$ cat config.mk
export PLATFORM = sky130hd
export DESIGN_NAME = fifo_pop_ctrl
export DESIGN_NICKNAME = d
export VERILOG_FILES = /design/src/rtl/fifo_pop_ctrl.sv
export SDC_FILE = /design/constraint.sdc
export NUM_CORES = 1
export LEC_CHECK = 0
export ABC_CLOCK_PERIOD_IN_PS = 2370
export CAP_MARGIN = 20
export CELL_PAD_IN_SITES_DETAIL_PLACEMENT = 0
export CELL_PAD_IN_SITES_GLOBAL_PLACEMENT = 1
export CORE_MARGIN = 8
export CORE_UTILIZATION = 30
export DETAILED_ROUTE_END_ITERATION = 10
export PLACE_DENSITY_LB_ADDON = 0.3
export SYNTH_ARGS = -nofsm -noshare
export SYNTH_HDL_FRONTEND = slang
export SYNTH_SLANG_ARGS = --single-unit
$ cat constraint.sdc
create_clock -name clk -period 2.37 [get_ports clk]
set_input_delay 0.474 -clock clk [delete_from_list [all_inputs] [get_ports clk]]
set_output_delay 0.474 -clock clk [all_outputs]
set_load 0.01 [all_outputs]
$ cat src/rtl/fifo_pop_ctrl.sv
// fifo_pop_ctrl: drains an upstream FIFO into a 2-entry in-order output buffer under an IDLE/ACTIVE/PAUSE/DRAIN FSM.
// Latency: 2 cycles from fifo_rd_en to out_valid; sustained 1 word/cycle while the FIFO is non-empty and out_ready is high.
// Backpressure: out_ready low fills the buffer, then fifo_rd_en stops so buffered plus in-flight words never exceed 2.
//
// Ports: clk, reset (async active-low); enable/pause control; fifo_empty/fifo_error/fifo_data_out
//        from the upstream FIFO, fifo_rd_en to it; out_valid/out_ready/out_data downstream;
//        state (FSM encoding), err_sticky, pop_count (handshake counter).
// Build option: define FIFO_POP_CTRL_CNT_EN to enable the pop_count counter (otherwise it is tied to 0).
module fifo_pop_ctrl #(
  parameter int TAMANO_DATOS = 10
) (
  input  logic                    clk,
  input  logic                    reset,
  input  logic                    enable,
  input  logic                    pause,
  input  logic                    fifo_empty,
  input  logic                    fifo_error,
  input  logic [TAMANO_DATOS-1:0] fifo_data_out,
  output logic                    fifo_rd_en,
  input  logic                    out_ready,
  output logic                    out_valid,
  output logic [TAMANO_DATOS-1:0] out_data,
  output logic [1:0]              state,
  output logic                    err_sticky,
  output logic [15:0]             pop_count
);

  typedef enum logic [1:0] {
    IDLE   = 2'd0,
    ACTIVE = 2'd1,
    PAUSE  = 2'd2,
    DRAIN  = 2'd3
  } state_t;

  state_t                  state_q;
  logic [1:0]              occ_q, occ_d;
  logic                    inflight_q;
  logic [TAMANO_DATOS-1:0] buf0_q, buf0_d;   // buf0 is always the oldest entry
  logic [TAMANO_DATOS-1:0] buf1_q, buf1_d;
  logic                    err_q;
  logic                    pop;
  logic                    rd_en;
  logic [1:0]              pending;

  assign pop = (occ_q != 2'd0) && out_ready;

  // Words that will occupy the buffer after this edge. pop implies occ>=1, so no underflow,
  // and occ+inflight never exceeds 2, so 2 bits are enough.
  assign pending = occ_q + {1'b0, inflight_q} - {1'b0, pop};

  // Kept combinational: it must react to this cycle's fifo_empty and out_ready to reach
  // one word per cycle without overrunning the 2-entry buffer.
  assign rd_en = (state_q == ACTIVE) && !fifo_empty && (pending < 2'd2);

  // Buffer next state: pop shifts buf1 into buf0, capture appends behind whatever remains.
  always_comb begin
    occ_d  = occ_q;
    buf0_d = buf0_q;
    buf1_d = buf1_q;
    case ({inflight_q, pop})
      2'b01: begin
        buf0_d = buf1_q;
        occ_d  = occ_q - 2'd1;
      end
      2'b10: begin
        if (occ_q == 2'd0) buf0_d = fifo_data_out;
        else               buf1_d = fifo_data_out;
        occ_d = occ_q + 2'd1;
      end
      2'b11: begin
        if (occ_q == 2'd1) begin
          buf0_d = fifo_data_out;
        end else begin
          buf0_d = buf1_q;
          buf1_d = fifo_data_out;
        end
      end
      default: ;
    endcase
  end

  always_ff @(posedge clk or negedge reset) begin
    if (!reset) begin
      state_q    <= IDLE;
      occ_q      <= 2'd0;
      inflight_q <= 1'b0;
      buf0_q     <= '0;
      buf1_q     <= '0;
      err_q      <= 1'b0;
    end else begin
      occ_q      <= occ_d;
      buf0_q     <= buf0_d;
      buf1_q     <= buf1_d;
      inflight_q <= rd_en;
      if (fifo_error) err_q <= 1'b1;
      case (state_q)
        IDLE:   if (enable) state_q <= ACTIVE;
        ACTIVE: begin
          if (!enable)    state_q <= DRAIN;
          else if (pause) state_q <= PAUSE;
        end
        PAUSE: begin
          if (!enable)     state_q <= DRAIN;
          else if (!pause) state_q <= ACTIVE;
        end
        // Leave as soon as the buffer empties at this edge; rd_en is never high in DRAIN,
        // so nothing can still be in flight afterwards.
        DRAIN:  if (occ_d == 2'd0 && !rd_en) state_q <= IDLE;
        default: state_q <= IDLE;
      endcase
    end
  end

  assign fifo_rd_en = rd_en;
  assign out_valid  = (occ_q != 2'd0);
  assign out_data   = buf0_q;
  assign state      = state_q;
  assign err_sticky = err_q;

`ifdef FIFO_POP_CTRL_CNT_EN
  logic [15:0] cnt_q;

  always_ff @(posedge clk or negedge reset) begin
    if (!reset)   cnt_q <= 16'd0;
    else if (pop) cnt_q <= cnt_q + 16'd1;   // wraps naturally at 16'hFFFF
  end

  assign pop_count = cnt_q;
`else
  assign pop_count = 16'd0;
`endif

endmodule
; ---- Yosys cells after proc, flatten, opt, wreduce, memory -nomap -nowiden
; Cells that the tools add are included.
[word_totals]
word_cells = 54
register_bits = 26
[op_classes]
n_eq_ne = 14
add_sub_neg = 4
magnitude_cmp = 1
mux = 14
reduce_logical = 15
[op_table]
columns = cell, n
row1 = $mux W10, 4
row2 = $pmux W10 S3, 1
row3 = $pmux W10 S2, 1
row4 = $mux W2, 6
row5 = $ne A2 B2 Y1 const B, 5
row6 = $eq A2 B2 Y1 const B, 4
row7 = $pmux W2 S4, 1
row8 = $eq A2 B1 Y1 const B, 3
row9 = $logic_not A2 Y1, 3
row10 = $ne A3 B3 Y1 const B, 2
row11 = $logic_and A1 B1 Y1, 4
row12 = $pmux W2 S2, 1
row13 = $reduce_and A4 Y1, 1
row14 = $reduce_bool A2 Y1, 2
row15 = $reduce_and A3 Y1, 1
row16 = $reduce_bool A3 Y1, 1
row17 = $add A2 B1 Y2, 1
row18 = $add A2 B1 Y2 const B, 1
row19 = $logic_not A1 Y1, 2
row20 = $lt A2 B2 Y1 const B, 1
row21 = $reduce_and A2 Y1, 1
row22 = $sub A2 B1 Y2, 1
row23 = $sub A2 B1 Y2 const B, 1

; ---- Longest topological paths before layout
[logic_depth]
ltp_word = 9
ltp_mapped = 9

; ---- Least setup slack after synthesis
; OpenSTA, ideal clock, no wires.
[synth_timing]
path_type = register to output
start = register occ_q[0]
end = output fifo_rd_en
t_arrival_ps = 2065
stages_incl_launch_ff = 8
required_time_ps = 1896
slack_ps = -169
cell_sequence = dfrtp_1 > inv_1 > ha_1 > and2b_2 > ha_1 > nand2b_1 > xnor2_1 > nor4b_1
[synth_via]
elab_chain_cells = 5
elab_cells_between_ends = 6
classes_between = add/sub (2) / order compare (1) / reduce/logical (3)
[synth_rtl]
columns = element, line_no
row1 = from (decl), 36  ; logic [1:0] occ_q, occ_d;
row2 = from (signal assigned), 85  ; occ_q <= 2'd0;
row3 = from (signal assigned), 91  ; occ_q <= occ_d;
row4 = "parallel branches: the longest is 2 deep, another holds $add A2 B1 Y2", n/a
row5 = $sub A2 B1 Y2 *, 49  ; assign pending = occ_q + {1'b0, inflight_q} - {1'b0, pop};
row6 = $lt A2 B2 Y1 *, 53  ; assign rd_en = (state_q == ACTIVE) && !fifo_empty && (pending < 2'd2);
row7 = $logic_and A1 B1 Y1 *, 53
row8 = to (decl), 19  ; output logic fifo_rd_en,
; Mark *: on every way between the ends.

; ---- Worst setup path in the final report
; Same ends and word-level chain as after synthesis.

==> results by group <==
Run status
  – Outcome: complete, but fails checks
  – Failing checks: negative setup slack

Layout
  – Commonest non-fill, non-tap cell in the layout: clkdlybuf4s50_1
  – Layout cells sized above 1: 25.7%
  – Fin area: about 1900 um2
  – Final Util: 44.3%
  – Register area: 651 um2
  – Area delta synth->final: 41.3%
  – Number of fill cells: 420
  – Diodes inserted: 0
  – Multi-input logic area: between 600 and 700 um2
  – Commonest non-fill, non-tap cells in the layout: 29 x clkdlybuf4s50_1, 26 x dfrtp_1, 18 x buf_4, 16 x conb_1, 15 x nand2_1
  – Final non-filler cell total: around 230
  – Final layout net count: 202

Logic synthesis
  – Yosys Warn Count: 0
  – Area leader, netlist: dfrtp_1
  – #FFs+latches synth: 26
  – Post-Synthesis Cells: 129
  – Post-synth top area share: 47.4%
  – Post-synthesis area per instance: 10.6 um2
  – Sequential area share after synthesis: 47.4%
  – Post-synthesis cell area: 1370 um2
  – Top cells by area, synth: dfrtp_1 47%, buf_4 8.7%, mux2_2 8.2%
  – Distinct cells, synth: 29

Clock network
  – Clock Tree Root: clkbuf_8
  – Longest Clk Path Bufs: 2
  – CTS Hold Bufs: 0
  – CTS Sinks: 26
  – Clk pin slew, worst setup/hold paths: 90 ps
  – Worst-skew pair later-pin latency: 270 ps
  – CTS Buf Count: 3
  – CTS tree: built
  – CTS H-tree lvls: 1

STA
  – Endpoints failing setup: 1
  – Unrepaired setup endpoints after global routing: true
  – Fmax: 0.398 GHz
  – Skew final: roughly 6.5 ps
  – Worst setup margin: -144 ps
  – Worst hold margin: 482 ps
  – Minimum clock period: 2510 ps
  – Final number of hold-violating endpoints: 0
  – Max-slew violation count: 0
  – Final Cycle Share: 106%

Power
  – PwrDens: 1240 nW/um2
  – Pwr Total: 2.41 mW
  – Leakage power: between 0.8 and 0.9 nW
  – Worst vdd ir: 0.000472 V

Drt
  – Via density: 4.61
  – Post-Route WL: 3260 um
  – First-pass detailed-route iteration total: 4
  – Wire length per cell: around 14 um
  – Initial DRC count: between 40 and 50
  – DRC Markers: 0
  – Routed vias: 1065
  – Final ANT Viol Nets: 0

Critical path
  – Crit path DAT: 2040 ps
  – WP buf/inv: 2
  – Crit-path cells: inv_2 > ha_4 > and2b_2 > ha_4 > nand2b_4 > xnor2_2 > nor4b_2 > buf_2
  – CP max-delay cell: dfrtp_1
  – Crit-path max FO: 2
  – Crit-path leading delay family: simple AND/OR/NAND/NOR gates
  – Crit end category: output pin
  – WP data required: 1900 ps
  – CP peak stage delay: around 400 ps
  – WS Path Type: flop to output pin
  – Most used cell, CP: ha_4
  – Startpoint class of the critical path: flop

Floorplan
  – Starting Density: 31.3%
  – I/O pin total: 48
  – Core Rows: 24
  – Die area: 7000 um2
  – Chip height: 83.7 um
  – Die width: 83.7 um
  – Core Box Area: 4380 um2

Placed design
  – GPL Wtd Cong: 0.773
  – Placed cells: 224
  – Post-DP HPWL: 2510 um
  – Placed inst area: 1830 um2
  – I/O Buffers: 31

Global routing
  – Vias in the first global route: 1154
  – GRT Overall Usage: 9.22%
  – First-pass GRT wire length: about 5600 um
  – Largest net degree at the start of global routing: 27
  – Total congestion overflow: 0
  – Initial antenna violation count: 0

Worst hold path
  – Worst min path class: flop to flop

Flow run
  – Max-cap viol count: 0
## cells by family after synthesis
family                   after synthesis  share of synthesized area [%]
AO/OA/AOI/OAI                         31                           15.5
AND/OR/NAND/NOR                       27                           9.84
flip-flops                            26                           47.4
buffers and inverters                 24                           10.9
multiplexers                          12                           9.65
adder cells (fa/ha/maj)                5                           4.55
XOR/XNOR                               3                           1.91
other                                  1                          0.273
## state kept, by name (all words and copies together), names as in the netlist
name / count
inflight_q: 1
occ_q: 2
state: 2
buf1_q: 10
out_data: 10
err_sticky: 1
## metrics by stage
step	setup WS (ps)	TNS, ps
6_report	-144	-144
4_1_cts	-162	-162
3_3_place_gp	-626	-1650
2_1_floorplan	52.4	0
5_1_grt	-238	-238
3_5_place_dp	-669	-2150
## power breakdown
| part | total [mW] | switching [mW] | internal (mW) | leakage (nW) |
|---|---|---|---|---|
| logic | 1.27 | 0.552 | 0.721 | 0.544 |
| clock network | 0.364 | 0.138 | 0.226 | 0.0357 |
| registers | 0.776 | 0.129 | 0.647 | 0.318 |
## per-layer routing
metal	GRT usage, %	share of wire [%]	wire, um
met2	16.8	53	1730
met5	0	0	0
met4	2.83	0.86	28
met1	10.4	42	1360
met3	1.86	4.1	135
## worst paths after layout
kind,from,slack [ps],end,cells past startpoint
setup / recovery,occ_q[0],-140,fifo_rd_en,8
hold / removal,err_sticky,480,err_sticky,1
setup reg to reg,occ_q[0],180,buf1_q[8],10
hold reg to reg,err_sticky,480,err_sticky,1
max in group asynchronous,reset,1540,buf1_q[5],2
min in group asynchronous,reset,570,buf1_q[1],2
## cells in the mapped netlist
| cell type | instances |
|---|---|
| a211oi_1 | 2 |
| a21o_1 | 1 |
| a21oi_1 | 2 |
| a22oi_1 | 10 |
| a31o_2 | 1 |
| and2b_1 | 1 |
| and2b_2 | 2 |
| buf_4 | 16 |
| clkbuf_1 | 3 |
| conb_1 | 1 |
| dfrtp_1 | 26 |
| ha_1 | 5 |
| inv_1 | 5 |
| mux2_2 | 10 |
| mux2i_1 | 2 |
| nand2_1 | 15 |
| nand2b_1 | 1 |
| nand3_1 | 1 |
| nor2_1 | 1 |
| nor2b_1 | 3 |
| nor3_1 | 1 |
| nor4b_1 | 1 |
| o21ai_0 | 11 |
| o21ai_4 | 1 |
| o31ai_1 | 1 |
| o32ai_1 | 2 |
| or2_2 | 1 |
| xnor2_1 | 2 |
| xor2_1 | 1 |
## repair_timing
item	4_1_cts	5_1_grt
endpoints found under the setup margin	1	1
gates resized for setup	11	0
setup buffers	3	0
pin swaps	1	0
## cell type report
cell class                 count  area share [%]
clock buffer                   3            2.13
clock inverter                 1            1.55
inverter                       5           0.967
multi-input combinational     94            34.8
sequential                    26            33.5
tap                           52            3.35
timing repair buffer          50            23.7
Note: power is estimated with default switching activity, not from simulation.
